===== config.mk =====
export PLATFORM = sky130hd
export DESIGN_NAME = branch_resolution_unit
export DESIGN_NICKNAME = d
export VERILOG_FILES = /design/src/rtl/branch_resolution_unit_pkg.sv /design/src/rtl/branch_resolution_unit_next_pc_calc.sv /design/src/rtl/branch_resolution_unit.sv
export SDC_FILE = /design/constraint.sdc
export NUM_CORES = 1
export LEC_CHECK = 0
export BUFFER_PORTS_ARGS = -buffer_cell sky130_fd_sc_hd__buf_2
export CAP_MARGIN = 20
export CORE_MARGIN = 5
export CORE_UTILIZATION = 45
export CTS_CLUSTER_SIZE = 12
export DETAILED_ROUTE_END_ITERATION = 8
export SLEW_MARGIN = 20
export SYNTH_ARGS = -nofsm -noshare
export SYNTH_HDL_FRONTEND = slang
export SYNTH_SLANG_ARGS = --single-unit
export TNS_END_PERCENT = 30

===== constraint.sdc =====
create_clock -name clk -period 6.1 [get_ports clk]
set_clock_uncertainty 0.05 [all_clocks]
set_input_delay 0.915 -clock clk [delete_from_list [all_inputs] [get_ports clk]]
set_output_delay 0.915 -clock clk [all_outputs]
set_load 0.03 [all_outputs]

===== src/rtl/branch_resolution_unit_pkg.sv =====
// Shared types and constants for the branch resolution unit.
package branch_resolution_unit_pkg;

  typedef struct packed {
    logic        valid;
    logic [31:0] pc;
    logic [31:0] pc_predict;
  } slot_t;

  localparam logic [31:0] PC_INC    = 32'd4;
  localparam logic [31:0] JALR_MASK = 32'hFFFF_FFFE;

endpackage


===== src/rtl/branch_resolution_unit_next_pc_calc.sv =====
// Combinational actual-next-PC of the EX instruction; JALR > JAL > branch priority.
module next_pc_calc
  import branch_resolution_unit_pkg::*;
(
  input  logic [31:0] pc_i,
  input  logic [31:0] imm_i,
  input  logic [31:0] rs1_i,
  input  logic        is_branch_i,
  input  logic        is_jal_i,
  input  logic        is_jalr_i,
  input  logic        bcond_i,
  output logic [31:0] next_pc_o
);

  always_comb begin
    next_pc_o = pc_i + PC_INC;
    if (is_jalr_i) begin
      next_pc_o = (rs1_i + imm_i) & JALR_MASK;
    end else if (is_jal_i || (is_branch_i && bcond_i)) begin
      next_pc_o = pc_i + imm_i;
    end
  end

endmodule


===== src/rtl/branch_resolution_unit.sv =====
// Tracks ID/EX slots, checks EX prediction against the actual next PC and flushes.
// Optional counters enabled by macro BRU_STATS_EN.
module branch_resolution_unit
  import branch_resolution_unit_pkg::*;
(
  input  logic        clk,
  input  logic        reset,
  input  logic        if_valid,
  input  logic [31:0] if_pc,
  input  logic [31:0] if_pc_predict,
  input  logic        stall,
  input  logic        ex_is_branch,
  input  logic        ex_is_jal,
  input  logic        ex_is_jalr,
  input  logic        ex_bcond,
  input  logic [31:0] ex_imm,
  input  logic [31:0] ex_rs1_data,
  output logic        prediction_sucess,
  output logic [31:0] pc_correct,
  output logic        flush_if_id,
  output logic        flush_id_ex
`ifdef BRU_STATS_EN
  ,
  output logic [31:0] stat_ctrl_count,
  output logic [31:0] stat_mispredict_count
`endif
);

  slot_t       id_q, id_d;
  slot_t       ex_q, ex_d;
  logic [31:0] actual_next;
  logic        mispredict;

  next_pc_calc u_next_pc_calc (
    .pc_i        (ex_q.pc),
    .imm_i       (ex_imm),
    .rs1_i       (ex_rs1_data),
    .is_branch_i (ex_is_branch),
    .is_jal_i    (ex_is_jal),
    .is_jalr_i   (ex_is_jalr),
    .bcond_i     (ex_bcond),
    .next_pc_o   (actual_next)
  );

  assign mispredict        = ex_q.valid && (actual_next != ex_q.pc_predict);
  assign prediction_sucess = !mispredict;
  assign pc_correct        = ex_q.valid ? actual_next : 32'd0;
  assign flush_if_id       = mispredict;
  assign flush_id_ex       = mispredict;

  // Mispredict kills both slots and overrides stall; stall holds ID and bubbles EX.
  always_comb begin
    id_d = id_q;
    ex_d = ex_q;
    if (mispredict) begin
      id_d.valid = 1'b0;
      ex_d.valid = 1'b0;
    end else if (stall) begin
      ex_d.valid = 1'b0;
    end else begin
      id_d = '{valid: if_valid, pc: if_pc, pc_predict: if_pc_predict};
      ex_d = id_q;
    end
  end

  always_ff @(posedge clk or posedge reset) begin
    if (reset) begin
      id_q <= '0;
      ex_q <= '0;
    end else begin
      id_q <= id_d;
      ex_q <= ex_d;
    end
  end

`ifdef BRU_STATS_EN
  logic [31:0] ctrl_cnt_q, ctrl_cnt_d;
  logic [31:0] mis_cnt_q, mis_cnt_d;

  assign ctrl_cnt_d = (ex_q.valid && (ex_is_branch || ex_is_jal || ex_is_jalr))
                      ? ctrl_cnt_q + 32'd1 : ctrl_cnt_q;
  assign mis_cnt_d  = mispredict ? mis_cnt_q + 32'd1 : mis_cnt_q;

  always_ff @(posedge clk or posedge reset) begin
    if (reset) begin
      ctrl_cnt_q <= '0;
      mis_cnt_q  <= '0;
    end else begin
      ctrl_cnt_q <= ctrl_cnt_d;
      mis_cnt_q  <= mis_cnt_d;
    end
  end

  assign stat_ctrl_count       = ctrl_cnt_q;
  assign stat_mispredict_count = mis_cnt_q;
`endif

endmodule

======== Word level (Yosys, flattened, before mapping) ========
Cells that the tools add are included.
word-level totals
  register bits ........................... 130
  input bits .............................. 136
  output and inout port bits .............. 35
  word-level logic and storage cells ...... 25
cells by class
  add/sub/neg operators ................... 3
  equal/unequal tests ..................... 2
  muxes and demuxes ....................... 7
  bitwise logic cells ..................... 2
  reductions and logical operators ........ 5
operator list
  operator                                                          number
  32-bit 2-to-1 mux                                                 3
  65-bit 2-to-1 mux                                                 1
  32-bit adder                                                      2
  32-bit by 3-bit adder with 32-bit output (second input constant)  1
  32-bit != test                                                    1
  1-bit 2-to-1 mux                                                  3
  1-bit logical AND                                                 2
  2-bit by 1-bit != test with 1-bit output (second input constant)  1
  1-bit NOT                                                         2
  2-bit AND reduction                                               1
  1-bit zero test                                                   1
  1-bit logical OR                                                  1

======== Longest topological paths before layout ========
Gate-level depths: netlist of the first run.
  word-level depth ........................ 8
  gate-level depth with buffers ........... 17
  depth with buffers taken out ............ 14

======== Hierarchy ========
A second synthesis of the first run with hierarchy kept.
unflattened totals
  cells, all modules ...................... 1483
  area, all modules ....................... 11946.5 um^2
modules (own cells, without submodules)
  module                  times used  cells each  area an instance (um^2)  seq. area each (um^2)
  branch_resolution_unit  1           811         7445.9                   3253.1
  next_pc_calc            1           672         4500.6                   0.0

======== Worst setup path after synthesis of the first run ========
No wires, ideal clock.
  kind .................................... input -> output
  from .................................... input port ex_imm[0]
  to ...................................... output port flush_if_id
  arrival time ............................ 4261 ps
  required time ........................... 5135 ps
  path slack .............................. 874 ps
  cell stages on the path ................. 15
  buffers on the path ..................... 1
  path through ............................ ha_1 > inv_1 > fa_1 > nand2b_1 > a211oi_4 > o21ba_2 > nor2_1 > o311a_1 > a2111o_1 > o211a_1 > a221oi_1 > o2111a_1 > nand4_1 > and2_1 > buf_4
between the ends
  cells in the longest elaborated chain, start to end .. 5
  elaborated cells between the ends (all ways) .. 6
  those cells by class .................... add/sub (2); eq/ne (1); mux (2); reduce/logical (1)
RTL lines
  element              line                                       RTL
  from (decl)          branch_resolution_unit.sv:16               input logic [31:0] ex_imm,
  32-bit adder         branch_resolution_unit_next_pc_calc.sv:20  next_pc_o = pc_i + imm_i;
  32-bit 2-to-1 mux    branch_resolution_unit_next_pc_calc.sv:19  end else if (is_jal_i || (is_branch_i && bcond_i)) begin
  32-bit 2-to-1 mux *  branch_resolution_unit_next_pc_calc.sv:17  if (is_jalr_i) begin
  32-bit != test *     branch_resolution_unit.sv:45               assign mispredict = ex_q.valid && (actual_next != ex_q.pc_predict);
  1-bit logical AND *  branch_resolution_unit.sv:45
  to (decl)            branch_resolution_unit.sv:20               output logic flush_if_id,
Mark *: on every way between the ends. The rest lies on a longest branch, timed or not.

======== Worst setup path after layout of the first run ========
  from .................................... input port ex_imm[0]
  to ...................................... output port prediction_sucess
between the ends
  cells in the longest elaborated chain, start to end .. 6
  elaborated cells between the ends (all ways) .. 7
  those cells by class .................... add/sub (2); eq/ne (1); mux (2); reduce/logical (2)
RTL lines
  element              line                                       RTL
  32-bit adder         branch_resolution_unit_next_pc_calc.sv:20
  32-bit 2-to-1 mux    branch_resolution_unit_next_pc_calc.sv:19
  32-bit 2-to-1 mux *  branch_resolution_unit_next_pc_calc.sv:17
  32-bit != test *     branch_resolution_unit.sv:45
  1-bit logical AND *  branch_resolution_unit.sv:45
  1-bit zero test *    branch_resolution_unit.sv:46               assign prediction_sucess = !mispredict;
  to (decl)            branch_resolution_unit.sv:18               output logic prediction_sucess,
Marked as above.

==> metrics.md, run 1 <==
| Metric | Value |
|---|---|
| Total GRT Usage | 0.303 |
| Die Wd | between 200 and 250 µm |
| Setup crit start kind | primary input |
| Endpoints failing setup | 0 |
| I/O pins | between 150 and 200 |
| Clk pin slew, worst setup/hold paths | 0.06 ns |
| Yosys top cell area share | 0.199 |
| Hold Path Stages | 2 |
| Worst-path maximum fanout | 5 |
| Nets | 2254 |
| Area of the core | 35700 µm² |
| H-tree Lvls | 4 |
| Crit path DAT | 4.98 ns |
| R2R Setup Slk | 0.98 ns |
| Routed len/inst | 25.4 µm |
| Vias | 17400 |
| Seq cells post-synth | 130 |
| DR top layer | met4 |
| R2r worst-path depth | 16 |
| Initial antenna violation count | 0 |
| Drt total wl | 64100 µm |
| Leakage | 6.56 nW |
| # fillers | 3523 |
| Clock root buffer | clkbuf_16 |
| HPWL Detailed | 45700 µm |
| Slew Viols, Final | 0 |
| Synth unique cells | 82 |
| Post-Syn Nets | 2215 |
| WS Path Type | in2out |
| Largest net degree at the start of global routing | 182 |
| Clock buffer depth | 2 |
| Vias per cell | 6.89 |
| Cell taking the most area after synthesis | dfrtp_1 |
| Slew headroom | 0.306 |
| Tot Pwr | 5.90 mW |
| Yosys warnings | 0 |
| Worst Path Required | ~5 ns |
| Site row count | 69 |
| Min-delay src | id_q[64] |
| Setup WS post-layout | around 0.15 ns |
| DR pass1 iterations | 6 |
| Slew @ Worst Pin | 1.04 ns |
| Hold path endpoint | ex_q[64] |
| # diodes | 0 |
| DR iter-0 viols | 2045 |
| Reg2Reg Capture Point | id_q[12] |
| Metal-1 WL | 29200 µm |
| Port bufs | between 150 and 200 |
| Final-report hold violation count | 0 |
| Max VDD drop | 189 µV |
| CP endpoint kind | primary output |
| Fin Setup TNS | 0 ns |
| Post-synth top flop | dfrtp_1 |
| Cell Area, Synth | 16400 µm² |
| Top post-synthesis cells by area | dfrtp_1 20%, o31ai_2 7.6%, and2_1 5.1%, a221oi_1 5.0%, ha_1 4.7% |
| Post-Syn Area per Cell | 8.13 µm² |
| Met2 wire length | 29500 µm |
| CTS tree | built |
| First-pass GRT wire length | 99500 µm |
| Post-synthesis sequential area ratio | 0.199 |
| Status | finished, final reports clean |
| Asr flop ratio synth | 1.00 |
| TritonCTS buffer count | 17 |
| Fin crit share | 0.975 |
| Skew-Pair Late Insertion Delay | approximately 0.43 ns |
| Max Cap Viol | 0 |
| DRC violations left | 0 |
| Area overhead of the layout relative to synthesis | 10.3% |
| Die Ht | 201 µm |
| Post-synth EDFFs | 0 |
| Max Fclk | ~170 MHz |
| Hold WC Path Type | reg2reg |
| Routability cong. | about 0.94 |
| WL met3 | 3990 µm |
| GRT overflow | 0 |
| Die area | around 40000 µm² |
| Reg2reg start | ex_q[32] |
| Vias in the first global route | 16600 |
| Dpl ws | 0.0773 ns |
| Mapped Cells | just over 2000 |
| Layout cell share with drive strength beyond 1 | 0.188 |
| Clock sinks | 130 |
| Minimum clock period | 5.95 ns |
| PwrDens | 326 nW/µm² |
| Number of nets still failing antenna checks after routing | 0 |
| Initial Util | 0.458 |
| RSZ-0062 raised after global routing | false |
## where the power goes
group | leakage (nW) | internal, mW | switching, mW
clock | 0.289 | 0.632 | 0.383
combinational | 4.72 | 1.24 | 2.05
sequential | 1.55 | 1.11 | 0.487
total | 6.56 | 2.98 | 2.92
## cell usage after synthesis, drive strengths merged (7+ instances only)
master,count
clkbuf,144
o31ai,137
and2,133
dfrtp,130
nand2,109
nand2b,98
nor2,98
a21oi,95
a221oi,93
o311ai,92
nor3b,89
o21ai,71
buf,66
ha,62
o211ai,51
nand4,49
xnor2,46
a222oi,42
nand3b,42
nor3,38
nand3,32
inv,29
xor2,28
o21a,20
a211oi,18
a21o,18
nor4,16
mux2i,15
and3,13
a31oi,12
or3,11
o211a,9
o21bai,7
or2,7
## critical path, cell delays in order
cell and delay [ns]:
buf_2 0.10, ha_1 0.17, inv_1 0.06, fa_1 0.39, nand2b_1 0.22, a211oi_4 0.27, buf_4 0.20, o21ai_0 0.21
o31ai_1 0.36, xnor2_1 0.19, o221ai_1 0.29, xor2_1 0.22, nor4_1 0.37, and4_1 0.34, nand4_1 0.12, buf_4 0.18
nand2_1 0.14, buf_2 0.23
## registers in the layout, summed over array words and instances, names as in the netlist
name	cells
ex_q	65
id_q	65
## logic make-up after synthesis
logic type      Yosys count  share of synthesized area
compound gates          735                      0.371
xor+xnor                 74                     0.0396
fa+ha+maj                64                     0.0498
buf+inv                 239                     0.0651
flops                   130                      0.199
mux                      17                     0.0105
simple gates            756                      0.265
## area by class of cell
cell class / instances / area (µm²) / share of cell area
Multi-Input combinational cell: 1646 / 12100 / 0.670
Sequential cell: 130 / 3260 / 0.180
Clock inverter: 4 / 45.0 / 0.00249
Clock buffer: 27 / 533 / 0.0295
Tap cell: 461 / 577 / 0.0319
Timing Repair Buffer: 230 / 1440 / 0.0794
Inverter: 29 / 111 / 0.00616
## worst max path at each step
stage	endpoint	from	slack [ns]	cells after the start
detailed placement	prediction_sucess	ex_imm[0]	0.08	17
global placement	prediction_sucess	ex_imm[0]	0.08	17
global route	flush_id_ex	ex_imm[0]	0.03	18
floorplan	flush_if_id	ex_imm[0]	0.87	15
finish	prediction_sucess	ex_imm[0]	0.15	18
CTS	prediction_sucess	ex_imm[0]	0.06	17
## cells in the final DEF, fill, tap and decap left out, types with 38 or more instances in the layout
master	instances
nand2_1	109
nor2_1	96
ha_1	62
nand2b_1	98
and2_1	132
buf_4	50
nor3_1	38
a21oi_1	91
buf_2	169
nand3b_1	42
o21ai_0	66
nand4_1	49
o311ai_1	88
o31ai_2	100
a221oi_1	93
o211ai_1	51
dfrtp_1	129
a222oi_1	42
nor3b_1	89
xnor2_1	46
## what timing repair did
action	4_1_cts	5_1_grt
hold buffers	0	0
resized for setup	0	1
setup endpoints to repair	0	3
setup buffers	0	1
hold endpoints to repair	0	0
## routing by layer
metal	GRT usage	vias up
met4	0.0777	0
met2	0.487	658
met5	0	-
li1	-	8022
met1	0.436	8647
met3	0.0359	72
## metrics by stage
step / cell area, µm² / cells / util / hold WS (ns)
CTS: 18100 / 2526 / 0.505 / 0.472
global route: 18100 / 2527 / 0.505 / 0.509
finish: 18100 / 2527 / 0.505 / 0.472
floorplan: 16400 / 2015 / - / 0.441
detailed placement: 17500 / 2495 / 0.489 / 0.464
global placement: 17500 / 2495 / 0.489 / 0.462
Note: power is estimated with default switching activity, not from simulation.
==> run 2, diff against run 1 <==
Settings changed: CORE_UTILIZATION 45 to 55, PLACE_DENSITY set to 0.75.
==> run 2 against run 1 <==
  * First-iteration DRC count rose by 23%
  * Non-clock buffer count grew 3
  * Wire length fell by 4.3%
  * Largest power group unchanged
==> metrics.md, run 2 (same netlist as run 1, synthesis figures left out) <==
| Metric | Value |
|---|---|
| Clk pin slew, worst setup/hold paths | 0.06 ns (about the same) |
| Die Wd | 183 µm (was 201 µm) |
| Area of the core | 29600 µm² (was 35700 µm²) |
| Max Cap Viol | 0 (unchanged) |
| Most common cell after layout, fill and taps aside | buf_2 (unchanged) |
| Die area | 33300 µm² (was 40300 µm²) |
| Fin crit share | 0.974 (was 0.975) |
| Final core occ | 0.608 (was 0.505) |
| Layout cell share with drive strength beyond 1 | 0.191 (was 0.188) |
| Biggest regs | ex_q: 65 flops, id_q: 65 flops (unchanged) |
| # fillers | 2637 (was 3523) |
| Metal-1 WL | 25900 µm (was 29200 µm) |
| Hold_buf cts | 0 (unchanged) |
| Site row count | 63 (was 69) |
| Largest net degree at the start of global routing | 172 (was 182) |
| Skew-Pair Late Insertion Delay | 0.43 ns (about the same) |
| Nets | 2257 (was 2254) |
| CP endpoint kind | primary output (unchanged) |
| Minimum clock period | 5.94 ns (was 5.95 ns) |
| Clock root buffer | clkbuf_16 (unchanged) |
| Number of nets still failing antenna checks after routing | 0 (unchanged) |
| Dpl ws | 0.163 ns (was 0.0773 ns) |
| Die Ht | 183 µm (was 201 µm) |
| Most frequent cells in the layout | 169 x buf_2, 132 x and2_1, 129 x dfrtp_1 (unchanged) |
| Comb pwr share | 0.557 (about the same) |
| Total GRT Usage | 0.350 (was 0.303) |
| Crit path DAT | 4.97 ns (was 4.98 ns) |
| WS Path Type | in2out (unchanged) |
| Area overhead of the layout relative to synthesis | 9.72% (was 10.3%) |
| Endpoints failing setup | 0 (unchanged) |
| Setup crit start kind | primary input (unchanged) |
| Max Fclk | 168 MHz (about the same) |
| Hold WC Path Type | reg2reg (unchanged) |
| Max VDD drop | 268 µV (was 189 µV) |
| Worst Path Required | 5.13 ns (about the same) |
| Routed len/inst | 25.0 µm (was 25.4 µm) |
| Clock sinks | 130 (unchanged) |
| DR top layer | met5 (was met4) |
| I/O pins | 171 (unchanged) |
| First-pass GRT wire length | 94500 µm (was 99500 µm) |
| DRC violations left | 0 (unchanged) |
| Status | finished, final reports clean (unchanged) |
| Vias in the first global route | 16600 (about the same) |
| H-tree Lvls | 4 (unchanged) |
| Int Pwr | 2.96 mW (was 2.98 mW) |
| DR iter-0 viols | 2510 (was 2045) |
| Final-report hold violation count | 0 (unchanged) |
| Setup WS post-layout | 0.161 ns (was 0.152 ns) |
| Sw Share | 0.495 (was 0.494) |
| Register share of total power | 0.269 (was 0.271) |
| R2R Setup Slk | 0.95 ns (was 0.98 ns) |
| Clock buffer depth | 2 (unchanged) |
| Net load switching power | 2.90 mW (was 2.92 mW) |
| Vias | 17900 (was 17400) |
| Worst-path maximum fanout | 7 (was 5) |
| PwrDens | 326 nW/µm² (about the same) |
| Slew @ Worst Pin | 0.984 ns (was 1.04 ns) |
| Routability cong. | 0.993 (was 0.942) |
| Slew Viols, Final | 0 (unchanged) |
| TritonCTS buffer count | 17 (unchanged) |
| HPWL Detailed | 44000 µm (was 45700 µm) |
| Initial antenna violation count | 1 (was 0) |
| Initial Util | 0.554 (was 0.458) |
| Vias per cell | 7.27 (was 6.89) |
| CTS tree | built (unchanged) |
| Clock share of power | 0.174 (was 0.172) |
| WL met3 | 5920 µm (was 3990 µm) |
| Drt total wl | 61400 µm (was 64100 µm) |
| Slew headroom | 0.343 (was 0.306) |
| DR pass1 iterations | 7 (was 6) |
| # diodes | 0 (unchanged) |
| Met2 wire length | 28200 µm (was 29500 µm) |
| Port bufs | 170 (unchanged) |
| Leakage | 6.55 nW (was 6.56 nW) |
| GRT overflow | 0 (unchanged) |
-- run 2: cell count changes in the layout (fill, tap and decap cells not counted), sizes merged --
| cell | previous run | this run |
|---|---|---|
| buf | 229 | 232 |
| clkinv | 3 | 5 |
| clkbuf | 28 | 23 |
| bufinv | 1 | 2 |
| clkinvlp | 0 | 3 |
-- run 2: through the flow --
step                total power [mW]  setup TNS (ns)  hold WS, ns  instances  cell area [µm²]
global route                    6.15     -0.00000355        0.488       2460            18000
detailed placement              4.72               0        0.453       2427            17400
global placement                4.67               0        0.446       2427            17400
floorplan                       3.72               0        0.441       2015            16400
finish                          5.86               0        0.460       2460            18000
CTS                             5.75               0        0.465       2459            18000
-- run 2: per-layer routing --
metal  vias up  GRT usage
li1       8022          -
met1      8817      0.506
met2       963      0.554
met3        89     0.0464
met4         2     0.0859
met5         -          0
-- run 2: final timing paths --
check,cells past startpoint,startpoint,to
worst max-delay path,16,ex_imm[0],flush_if_id
worst min-delay path,2,id_q[64],ex_q[64]
worst max register to register,15,ex_q[32],ex_q[17]
worst min register to register,2,id_q[64],ex_q[64]
max in group asynchronous,3,reset,id_q[43]
min in group asynchronous,2,reset,ex_q[2]
-- run 2: critical path: stages --
cell and delay, ns:
buf_2 0.11, ha_1 0.16, inv_1 0.06, fa_1 0.39, nand2b_1 0.23, a211oi_4 0.44
o21ai_0 0.31, o31ai_1 0.36, xnor2_1 0.15, o221ai_1 0.21, xor2_1 0.19, nor4_1 0.38
and4_1 0.33, nand4_1 0.30, and2_1 0.26, buf_2 0.17
-- run 2: power by group through the flow --
| stage | clock network (mW) | logic [mW] | registers [mW] |
|---|---|---|---|
| floorplan | 0 | 2.39 | 1.33 |
| finish | 1.02 | 3.26 | 1.58 |
| detailed placement | 0 | 3.16 | 1.56 |
| CTS | 1.03 | 3.18 | 1.54 |
| global route | 1.06 | 3.50 | 1.59 |
| global placement | 0 | 3.13 | 1.55 |
-- run 2: layout make-up --
type | instances | area [µm²] | area share
clock buffer | 22 | 474 | 0.0264
clock inverter | 10 | 108 | 0.00599
inverter | 29 | 111 | 0.00619
multi-input combinational | 1646 | 12100 | 0.674
sequential | 130 | 3260 | 0.181
tap | 390 | 488 | 0.0271
timing repair buffer | 233 | 1420 | 0.0790
-- run 2: timing repair --
item / CTS / global route
buffers inserted: 0 / 1
gates resized for setup: 0 / 5
setup endpoints to repair: 0 / 3
